**src/rtl/clock_set_ctrl_pkg.sv**
```systemverilog
// Shared types and default timing constants for the clock set controller.
package clock_ctrl_pkg;

  typedef enum logic [1:0] {
    ST_RUN      = 2'd0,
    ST_SET_HOUR = 2'd1,
    ST_SET_MIN  = 2'd2
  } state_e;

  localparam int unsigned DEF_REPEAT_DELAY = 500;
  localparam int unsigned DEF_REPEAT_RATE  = 100;
  localparam int unsigned DEF_BLINK_HALF   = 250;
  localparam int unsigned DEF_TIMEOUT      = 5000;

  function automatic logic isSetState(input state_e s);
    return (s == ST_SET_HOUR) || (s == ST_SET_MIN);
  endfunction

endpackage

```
**src/rtl/clock_set_ctrl_if.sv**
```systemverilog
// Button, tick and display signals between the clock set controller and its surroundings.
interface clock_set_ctrl_if;

  logic tick_in;
  logic btn_sel;
  logic btn_inc;
  logic min_inc;
  logic hour_inc;
  logic running;
  logic sel_hour;
  logic sel_min;
  logic blink;

  modport master (
    output tick_in, btn_sel, btn_inc,
    input  min_inc, hour_inc, running, sel_hour, sel_min, blink
  );

  modport slave (
    input  tick_in, btn_sel, btn_inc,
    output min_inc, hour_inc, running, sel_hour, sel_min, blink
  );

endinterface

```
**src/rtl/clock_set_ctrl_key_repeat.sv**
```systemverilog
// Rising-edge detector with delay/rate auto-repeat; one registered pulse per press or repeat.
module key_repeat #(
  parameter int unsigned DELAY = 500,
  parameter int unsigned RATE  = 100
) (
  input  logic clk,
  input  logic rst,
  input  logic btn,
  input  logic enable,
  input  logic clear,
  output logic pulse
);

  localparam int unsigned MAXV = (DELAY > RATE) ? DELAY : RATE;
  localparam int unsigned CW   = $clog2(MAXV + 1);
  localparam logic [CW-1:0] DELAY_LAST = CW'(DELAY - 1);
  localparam logic [CW-1:0] RATE_LAST  = CW'(RATE - 1);

  logic          btnPrev_q;
  logic          armed_q;
  logic          active_q, active_d;
  logic          repeating_q, repeating_d;
  logic          pulse_q, pulse_d;
  logic [CW-1:0] cnt_q, cnt_d;
  logic [CW-1:0] limit;
  logic          rise;

  // armed_q suppresses a false edge when the button is already held as reset releases
  assign rise  = btn & ~btnPrev_q & armed_q;
  assign limit = repeating_q ? RATE_LAST : DELAY_LAST;
  assign pulse = pulse_q;

  always_comb begin
    pulse_d     = 1'b0;
    cnt_d       = cnt_q;
    active_d    = active_q;
    repeating_d = repeating_q;
    if (!enable || clear || !btn) begin
      cnt_d       = '0;
      active_d    = 1'b0;
      repeating_d = 1'b0;
    end else if (rise) begin
      pulse_d     = 1'b1;
      cnt_d       = '0;
      active_d    = 1'b1;
      repeating_d = 1'b0;
    end else if (active_q) begin
      if (cnt_q == limit) begin
        pulse_d     = 1'b1;
        cnt_d       = '0;
        repeating_d = 1'b1;
      end else begin
        cnt_d = cnt_q + CW'(1);
      end
    end
  end

  always_ff @(posedge clk or negedge rst) begin
    if (!rst) begin
      btnPrev_q   <= 1'b0;
      armed_q     <= 1'b0;
      active_q    <= 1'b0;
      repeating_q <= 1'b0;
      pulse_q     <= 1'b0;
      cnt_q       <= '0;
    end else begin
      btnPrev_q   <= btn;
      armed_q     <= 1'b1;
      active_q    <= active_d;
      repeating_q <= repeating_d;
      pulse_q     <= pulse_d;
      cnt_q       <= cnt_d;
    end
  end

endmodule

```
**src/rtl/clock_set_ctrl.sv**
```systemverilog
// Run/set-hour/set-minute sequencer with increment auto-repeat and field blink.
// Optional SET_TIMEOUT_EN adds an idle timeout that returns a set state to RUN.
module clock_set_ctrl
  import clock_ctrl_pkg::*;
#(
  parameter int unsigned REPEAT_DELAY = DEF_REPEAT_DELAY,
  parameter int unsigned REPEAT_RATE  = DEF_REPEAT_RATE,
  parameter int unsigned BLINK_HALF   = DEF_BLINK_HALF
`ifdef SET_TIMEOUT_EN
  , parameter int unsigned TIMEOUT    = DEF_TIMEOUT
`endif
) (
  input logic clk,
  input logic rst,
  clock_set_ctrl_if.slave ctrl
);

  localparam int unsigned BW = $clog2(BLINK_HALF + 1);
  localparam logic [BW-1:0] BLINK_LAST = BW'(BLINK_HALF - 1);

  state_e        state_q, state_d;
  logic          selPrev_q;
  logic          selArmed_q;
  logic          selRise;
  logic          setState;
  logic          incPulse;
  logic          timeoutHit;
  logic [BW-1:0] blinkCnt_q, blinkCnt_d;
  logic          blink_q, blink_d;

  assign selRise  = ctrl.btn_sel & ~selPrev_q & selArmed_q;
  assign setState = isSetState(state_q);

  // A select press in the same cycle as an increment press clears the repeater, dropping the increment
  key_repeat #(
    .DELAY (REPEAT_DELAY),
    .RATE  (REPEAT_RATE)
  ) u_incRepeat (
    .clk    (clk),
    .rst    (rst),
    .btn    (ctrl.btn_inc),
    .enable (setState),
    .clear  (selRise),
    .pulse  (incPulse)
  );

`ifdef SET_TIMEOUT_EN
  localparam int unsigned TW = $clog2(TIMEOUT + 1);
  localparam logic [TW-1:0] TIMEOUT_LAST = TW'(TIMEOUT - 1);

  logic [TW-1:0] idle_q, idle_d;
  logic          idleNow;

  assign idleNow    = setState & ~selRise & ~ctrl.btn_inc;
  assign timeoutHit = idleNow && (idle_q == TIMEOUT_LAST);

  always_comb begin
    idle_d = idle_q + TW'(1);
    if (!idleNow || timeoutHit) begin
      idle_d = '0;
    end
  end

  always_ff @(posedge clk or negedge rst) begin
    if (!rst) begin
      idle_q <= '0;
    end else begin
      idle_q <= idle_d;
    end
  end
`else
  assign timeoutHit = 1'b0;
`endif

  always_comb begin
    state_d = state_q;
    if (selRise) begin
      case (state_q)
        ST_RUN:      state_d = ST_SET_HOUR;
        ST_SET_HOUR: state_d = ST_SET_MIN;
        ST_SET_MIN:  state_d = ST_RUN;
        default:     state_d = ST_RUN;
      endcase
    end else if (timeoutHit) begin
      state_d = ST_RUN;
    end
  end

  // Blink restarts high on every state change and on every increment pulse
  always_comb begin
    blinkCnt_d = blinkCnt_q + BW'(1);
    blink_d    = blink_q;
    if (!setState || (state_d != state_q) || incPulse) begin
      blinkCnt_d = '0;
      blink_d    = 1'b1;
    end else if (blinkCnt_q == BLINK_LAST) begin
      blinkCnt_d = '0;
      blink_d    = ~blink_q;
    end
  end

  always_ff @(posedge clk or negedge rst) begin
    if (!rst) begin
      state_q    <= ST_RUN;
      selPrev_q  <= 1'b0;
      selArmed_q <= 1'b0;
      blinkCnt_q <= '0;
      blink_q    <= 1'b1;
    end else begin
      state_q    <= state_d;
      selPrev_q  <= ctrl.btn_sel;
      selArmed_q <= 1'b1;
      blinkCnt_q <= blinkCnt_d;
      blink_q    <= blink_d;
    end
  end

  assign ctrl.running  = (state_q == ST_RUN);
  assign ctrl.sel_hour = (state_q == ST_SET_HOUR);
  assign ctrl.sel_min  = (state_q == ST_SET_MIN);
  assign ctrl.blink    = (state_q == ST_RUN) ? 1'b1 : blink_q;
  assign ctrl.min_inc  = (state_q == ST_RUN) ? ctrl.tick_in
                                             : ((state_q == ST_SET_MIN) & incPulse);
  assign ctrl.hour_inc = (state_q == ST_SET_HOUR) & incPulse;

endmodule

```
**src/flat_wrapper.sv**
```systemverilog
// flat-port wrapper written by rule: the top's interface ports become plain ports
module clock_set_ctrl_flat import clock_ctrl_pkg::*;
#(
  parameter int unsigned REPEAT_DELAY = DEF_REPEAT_DELAY,
  parameter int unsigned REPEAT_RATE  = DEF_REPEAT_RATE,
  parameter int unsigned BLINK_HALF   = DEF_BLINK_HALF

)
  (clk, rst, ctrl_tick_in, ctrl_btn_sel, ctrl_btn_inc, ctrl_min_inc, ctrl_hour_inc, ctrl_running, ctrl_sel_hour, ctrl_sel_min, ctrl_blink);
  clock_set_ctrl_if ctrl_i ();
  input logic clk;
  input logic rst;
  input wire logic [$bits(ctrl_i.tick_in)-1:0] ctrl_tick_in;
  input wire logic [$bits(ctrl_i.btn_sel)-1:0] ctrl_btn_sel;
  input wire logic [$bits(ctrl_i.btn_inc)-1:0] ctrl_btn_inc;
  output wire logic [$bits(ctrl_i.min_inc)-1:0] ctrl_min_inc;
  output wire logic [$bits(ctrl_i.hour_inc)-1:0] ctrl_hour_inc;
  output wire logic [$bits(ctrl_i.running)-1:0] ctrl_running;
  output wire logic [$bits(ctrl_i.sel_hour)-1:0] ctrl_sel_hour;
  output wire logic [$bits(ctrl_i.sel_min)-1:0] ctrl_sel_min;
  output wire logic [$bits(ctrl_i.blink)-1:0] ctrl_blink;
  assign ctrl_i.tick_in = ctrl_tick_in;
  assign ctrl_i.btn_sel = ctrl_btn_sel;
  assign ctrl_i.btn_inc = ctrl_btn_inc;
  assign ctrl_min_inc = ctrl_i.min_inc;
  assign ctrl_hour_inc = ctrl_i.hour_inc;
  assign ctrl_running = ctrl_i.running;
  assign ctrl_sel_hour = ctrl_i.sel_hour;
  assign ctrl_sel_min = ctrl_i.sel_min;
  assign ctrl_blink = ctrl_i.blink;
  clock_set_ctrl #(.REPEAT_DELAY(REPEAT_DELAY), .REPEAT_RATE(REPEAT_RATE), .BLINK_HALF(BLINK_HALF)) u_core (.clk(clk), .rst(rst), .ctrl(ctrl_i));
endmodule
```
**config.mk**
```make
export PLATFORM = sky130hd
export DESIGN_NAME = clock_set_ctrl_flat
export DESIGN_NICKNAME = d
export VERILOG_FILES = /design/src/rtl/clock_set_ctrl_pkg.sv /design/src/rtl/clock_set_ctrl_if.sv /design/src/rtl/clock_set_ctrl_key_repeat.sv /design/src/rtl/clock_set_ctrl.sv /design/src/flat_wrapper.sv
export SDC_FILE = /design/constraint.sdc
export NUM_CORES = 1
export LEC_CHECK = 0
export CAP_MARGIN = 10
export CELL_PAD_IN_SITES_DETAIL_PLACEMENT = 1
export CELL_PAD_IN_SITES_GLOBAL_PLACEMENT = 1
export CORE_AREA = 2 2 86 47
export CTS_CLUSTER_DIAMETER = 150
export DETAILED_ROUTE_END_ITERATION = 12
export DIE_AREA = 0 0 88 49
export PLACE_DENSITY_LB_ADDON = 0.1
export SLEW_MARGIN = 10
export SYNTH_ARGS = -nofsm -noshare
export SYNTH_HDL_FRONTEND = slang
export SYNTH_SLANG_ARGS = --single-unit
```
**constraint.sdc**
```tcl
create_clock -name clk -period 1.77 [get_ports clk]
set_input_delay 0.2655 -clock clk [delete_from_list [all_inputs] [get_ports clk]]
set_output_delay 0.2655 -clock clk [all_outputs]
set_load 0.02 [all_outputs]
```
==> results.tsv, run 1 <==
metric	value	unit
outcome	completed	
core	0.00362	sq mm
slew_headroom	0.665	
crit_slowest_cell	or4b_4	
period_share	0.994	
dp_cells	211	
cp.arrival	1930	ps
grt_start_max_net_pins	27	
cts.path.max_buffers	2	
first_pass_iters	4	
initial_utilization	0.372	
ir_drop	652	uV
p_leak	0.712	nW
seqPwrFrac	0.399	
worst_r2r_startpoint	u_core.u_incRepeat.cnt_q[8]	
syn-instance-count	133	
critPathBufInv	0	
first_iter_violations	59	
yosys_warnings	0	
endpoint_kind	flip-flop	
cts_root_buf	clkbuf_8	
grt_pass1_wl	5.13	mm
die_y	49	microns
fin_skew	7.05	ps
die-area	0.00431	sq mm
worstSetupStartpointType	flip-flop	
place_area	0.00164	sq mm
cp_top_family	compound AO/OA/AOI/OAI gates	
stdcell_area	0.00175	sq mm
hold_class	in -> async	
max_freq	568	MHz
yosys.area.top_type	dfrtp_1	
antenna_left	0	
n_antenna_cell	0	
finalWeightedCongestion	0.853	
synthArstFlopShare	1.00	
grt_overflow	0	
syn2layout_area_growth	29.4	%
vias	1073	
cts_tree	built	
yosys.cell_count.top_type	dfrtp_1	
path_cells	or4b_4, a211o_4, o21ai_4, nor2b_1	
clk_latency	280	ps
synth_edf_count	0	
regArea	652	sq um
rsz0062_at_grt	true	
cts_made_buffers	3	
pre_cts_ws	-191	ps
hpwl	2.31	mm
crit_path_start	u_core.u_incRepeat.cnt_q[8]	
first_global_vias	1019	
syn_area	0.00135	sq mm
avgSynthCellArea	10.1	sq um
synth_seq_cells	26	
multi_input_area	726	sq um
p_sw	0.000586	W
numClockSinks	26	
ys_seq_area_frac	0.483	
tightest_slew	501	ps
combPwrFrac	0.374	
min_period	1760	ps
drv_cap	0	
ys_top_cells_by_count	dfrtp_1, nand2_1, nor2_1, a21oi_1, nand3_1	
cts_max_level	1	
synth.top_cell.area_share	0.464	
antenna_found_initial	0	
slowest_delay	500	ps
path_clk_slew	100	ps
die_w	88	microns
worstPathRequired	1940	ps
syn_nets	145	
grtUsageTotal	0.157	
wire_per_inst	14.5	microns
slew_viol_final	0	
layout_setup_ws	10.5	ps
setup_viol	0	
hold_violations	0	
cp_max_fo	5	
synth_flop_cell	dfrtp_1	
final_layout_size_suffix_gt1_frac	0.292	
p_int	0.00116	W
io_pins	11	
drcViolationCount	0	
p_clk_frac	0.227	
num-nets-final	174	
path_class	reg -> reg	
swShare	0.336	
fin_setup_tns	0	ps
wl	3.13	mm
synth_area_leaders	dfrtp_1, ha_1, xnor2_1	
port_buffers	10	
stdcell_count	215	
rows	16	
num-fill-cells	409	
power_density	1000	mW/mm^2
synth_cell_types	36	
vias_per_cell	4.99	
## flip-flops by register name, summed over array words and instances (netlist names)
register	count
u_core.u_incRepeat.repeating_q	1
u_core.u_incRepeat.btnPrev_q	1
u_core.blink_q	1
u_core.blinkCnt_q	8
u_core.u_incRepeat.active_q	1
u_core.selArmed_q	1
u_core.u_incRepeat.cnt_q	9
u_core.state_q	2
u_core.u_incRepeat.pulse	1
u_core.selPrev_q	1
## area by class of cell
class	count	area share
well taps	54	0.0387
multi-input cells	99	0.416
flip-flops and latches	26	0.373
inverters	4	0.0165
clock buffers	4	0.0315
repair buffers	28	0.124
## placed cells by master, fill, tap and decap left out, types with 3 or more instances in the layout
| cell | count |
|---|---|
| dfrtp_1 | 25 |
| buf_4 | 18 |
| nand2_1 | 12 |
| nor2_1 | 12 |
| nand3_1 | 8 |
| xnor2_1 | 6 |
| xor2_1 | 5 |
| ha_1 | 5 |
| a21oi_1 | 4 |
| o31ai_1 | 4 |
| a21oi_2 | 4 |
| clkbuf_8 | 4 |
| clkdlybuf4s50_1 | 4 |
| nand4_1 | 3 |
| o21a_1 | 3 |
| or4_4 | 3 |
| dlygate4sd2_1 | 3 |
## per-layer routing
layer  wire length [microns]  GRT usage  vias up
met5                       0          0        -
met4                      22     0.0385        0
met3                     126     0.0406        4
met2                    1300      0.207       16
met1                    1680      0.249      528
li1                        -          -      525
## power by group through the flow
stage	registers (W)	clock network, W	logic, W
2_1_floorplan	0.000694	0	0.000365
3_3_place_gp	0.000697	0	0.000621
3_5_place_dp	0.000702	0	0.000636
4_1_cts	0.000693	0.000418	0.000657
5_1_grt	0.000707	0.000436	0.000730
6_report	0.000697	0.000396	0.000652
## timing repair
| item | CTS | global route |
|---|---|---|
| setup endpoints to repair | 19 | 18 |
| setup buffers | 1 | 0 |
| gates resized for setup | 19 | 13 |
| pin swaps | 2 | 3 |
| hold buffers | 0 | 0 |
## final timing paths
check | cells after the start | slack [ps] | endpoint
setup / recovery | 4 | 10 | u_core.u_incRepeat.cnt_q[2]
hold / removal | 2 | 360 | u_core.blinkCnt_q[7]
setup reg to reg | 4 | 10 | u_core.u_incRepeat.cnt_q[2]
hold reg to reg | 1 | 510 | u_core.blinkCnt_q[0]
max in group asynchronous | 2 | 1110 | u_core.blink_q
min in group clk | 1 | 490 | u_core.u_incRepeat.btnPrev_q
## logic make-up (layout without fill, tap and decap cells)
family | after synthesis | count (layout) | synth area share
fa+ha+maj | 7 | 7 | 0.0649
other cells | 1 | 1 | 0.00278
xor+xnor | 11 | 11 | 0.0714
simple gates | 59 | 59 | 0.241
compound gates | 21 | 21 | 0.0974
buf+inv | 8 | 36 | 0.0390
flops | 26 | 26 | 0.483
## through the flow
stage,util,total power (W),hold slack (ps)
after global routing,0.482,0.00187,374
after global placement,0.453,0.00132,484
final,0.482,0.00175,357
after CTS,0.474,0.00177,361
after detailed placement,0.453,0.00134,509
after floorplan,-,0.00106,-30.1
Note: power is estimated with default switching activity, not from simulation.
==> inputs of run 2 (changes only) <==
--- a/config.mk
+++ b/config.mk
@@ -5,13 +5,14 @@
 export SDC_FILE = /design/constraint.sdc
 export NUM_CORES = 1
 export LEC_CHECK = 0
+export ABC_AREA = 1
 export CAP_MARGIN = 10
 export CELL_PAD_IN_SITES_DETAIL_PLACEMENT = 1
 export CELL_PAD_IN_SITES_GLOBAL_PLACEMENT = 1
-export CORE_AREA = 2 2 86 47
+export CORE_AREA = 2 2 89 48
 export CTS_CLUSTER_DIAMETER = 150
 export DETAILED_ROUTE_END_ITERATION = 12
-export DIE_AREA = 0 0 88 49
+export DIE_AREA = 0 0 91 50
 export PLACE_DENSITY_LB_ADDON = 0.1
 export SLEW_MARGIN = 10
 export SYNTH_ARGS = -nofsm -noshare
==> run 2 against run 1 <==
  * Critical path depth is 4 higher
  * Power is 3.5% higher
  * Highest routed layer unchanged
  * Non-clock buffer count is 11 lower
  * Setup slack better by 120 ps
  * Via count is 3.3% higher
  * Worst hold slack worse by 6.5 ps
  * Critical endpoint is now u_core.u_incRepeat.cnt_q[6]
  * Synthesized cell count is 30% higher
  * Sequential share of layout area is 0.85 points higher
  * Register-to-register slack better by 120 ps
==> results.tsv, run 2 <==
metric	value	unit	change
antenna_found_initial	0		unchanged
yosys.cell_count.top_type	nand2_1		
first_pass_iters	4		unchanged
power_density	1060	mW/mm^2	+5.8%
ys_top_cells_by_count	nand2_1, nor2_1, dfrtp_1, inv_1, nand3_1		
max_freq	610	MHz	+7.3%
synth_flop_cell	dfrtp_1		
first_iter_violations	64		+8.5%
outcome	completed		
largestRegisters	u_core.u_incRepeat.cnt_q x9, u_core.blinkCnt_q x8, u_core.state_q x2		
use_met3	0.0413		+0.000675
endpoint_kind	flip-flop		
cts_max_level	1		unchanged
busiest_layer	met1		
initial_utilization	0.379		+0.00675
wl	3.06	mm	-2.1%
port_buffers	10		unchanged
avgSynthCellArea	8.24	sq um	-19%
layout_commonest_cell	nand2_1		
hpwl	2.41	mm	+4.3%
drcViolationCount	0		unchanged
finalWeightedCongestion	0.794		-7.0%
grtUsageMet2	0.214		+0.00651
path_clk_slew	90	ps	about the same
grt_pass1_wl	5.32	mm	+3.6%
first_global_vias	1096		+7.6%
ctsHoldBuffers	0		unchanged
fin_skew	4.21	ps	-2.84 ps
syn2layout_area_growth	19.6	%	
die_w	91	microns	+3.4%
worstSetupStartpointType	flip-flop		
syn_area	0.00143	sq mm	+5.8%
cts.path.max_buffers	2		unchanged
wire_per_inst	12.3	microns	-15%
antenna_left	0		unchanged
synth_seq_cells	26		unchanged
vias_per_cell	4.47		-10%
synth_edf_count	0		unchanged
whs	350	ps	-6.49 ps
hold_violations	0		unchanged
fin_setup_tns	0	ps	unchanged
path_class	reg -> reg		
hold_class	in -> async		
worstPathRequired	1940	ps	about the same
largest_reg_flops	9		unchanged
period_share	0.926		-0.0676
regArea	652	sq um	unchanged
rsz0062_at_grt	false		
die-area	0.00455	sq mm	+5.5%
synth.top_cell.area_share	0.439		-0.0252
p_leak	0.834	nW	+17%
yosys_warnings	0		unchanged
setup_viol	0		unchanged
synthArstFlopShare	1.00		unchanged
final_layout_size_suffix_gt1_frac	0.180		-0.112
core	0.00376	sq mm	+3.9%
fin_util	0.453		-0.0282
r2r_cells	8		+4
ys_seq_area_frac	0.457		-0.0263
final_cell_mix	nand2_1, nor2_1, inv_1, dfrtp_1, nand3_1		
grt_start_max_net_pins	27		unchanged
syn-instance-count	173		+30%
grt_overflow	0		unchanged
num-fill-cells	477		+17%
numClockSinks	26		unchanged
cts_made_buffers	3		unchanged
synth_cell_types	22		-39%
clk_latency	270	ps	about the same
num-nets-final	207		+19%
syn_nets	185		+28%
cp_max_fo	5		unchanged
multi_input_area	688	sq um	-5.2%
rows	16		unchanged
cts_root_buf	clkbuf_8		
min_period	1640	ps	-120 ps
ir_drop	376	uV	-42%
vias	1108		+3.3%
die_y	50	microns	+2.0%
io_pins	11		unchanged
yosys.area.top_type	dfrtp_1		
n_antenna_cell	0		unchanged
top_register	u_core.u_incRepeat.cnt_q		
slew_viol_final	0		unchanged
cts_tree	built		
grtUsageTotal	0.152		-0.00452
drv_cap	0		unchanged
met1_usage	0.230		-0.0198
synth_area_leaders	dfrtp_1, nand2_1, nor2_1		
cp.arrival	1810	ps	-120 ps
-- run 2: cell count changes in the layout (fill, tap and decap cells not counted), sizes merged, moves of 3 or more --
cell,previous run,this run
nand2,13,39
or4b,3,0
or4,4,0
xnor2,6,1
a21oi,8,2
nand3,8,19
o21a,3,0
o31ai,4,0
inv,3,25
nor2,13,36
buf,20,7
-- run 2: cells by family (layout without fill, tap and decap cells) --
family / count (synthesis) / after routing / share of synthesized area
fa+ha+maj: 7 / 7 / 0.0614
flops: 26 / 26 / 0.457
xor+xnor: 7 / 7 / 0.0430
other cells: 1 / 1 / 0.00263
compound gates: 7 / 7 / 0.0246
buf+inv: 25 / 46 / 0.0658
simple gates: 100 / 100 / 0.346
-- run 2: path summary, 6_finish.rpt --
kind | from | to | slack, ps
worst min register to register | u_core.blinkCnt_q[0] | u_core.blinkCnt_q[0] | 510
worst max-delay path | u_core.u_incRepeat.cnt_q[1] | u_core.u_incRepeat.cnt_q[6] | 130
max in group asynchronous | rst | u_core.blink_q | 1120
min in group clk | ctrl_btn_sel | u_core.selPrev_q | 490
worst max register to register | u_core.u_incRepeat.cnt_q[1] | u_core.u_incRepeat.cnt_q[6] | 130
worst min-delay path | rst | u_core.u_incRepeat.cnt_q[5] | 350
-- run 2: per-layer routing --
layer  part of all wire  vias up
li1                   -      574
met1               0.58      516
met2               0.39       16
met3              0.027        2
met4             0.0046        0
met5                  0        -
-- run 2: per-stage QoR --
step	power (W)	instances	setup WS [ps]	area, sq um
detailed placement	0.00134	244	3.48	1650
floorplan	0.00110	173	291	1430
global placement	0.00133	244	26.4	1650
CTS	0.00183	248	7.80	1710
global route	0.00193	248	2.78	1710
finish	0.00181	248	130	1710
-- run 2: layout make-up --
cell class                      count  share of cell area
Multi-Input combinational cell    122               0.403
Sequential cell                    26               0.382
Timing Repair Buffer               17              0.0784
Inverter                           25              0.0550
Tap cell                           54              0.0396
Clock buffer                        3              0.0242
Clock inverter                      1              0.0176
-- run 2: repair_timing --
item                       CTS  global route
pin swaps                    0             2
resized for setup            8             6
setup endpoints to repair    6             9
setup buffers                0             0
-- run 2: where the power goes --
group          total [W]  switching, W  internal [W]
clock network   0.000498      0.000195      0.000303
registers       0.000684     0.0000416      0.000642
logic           0.000624      0.000386      0.000237
-- run 2: worst max-delay path: stages (launching register included) --
cell     delay [ps]
dfrtp_1         410
ha_1            250
nand3_1         110
nor2_1          130
nand3_1         130
nor2_1          250
nor2_4           90
inv_1           100
nor2_1           60
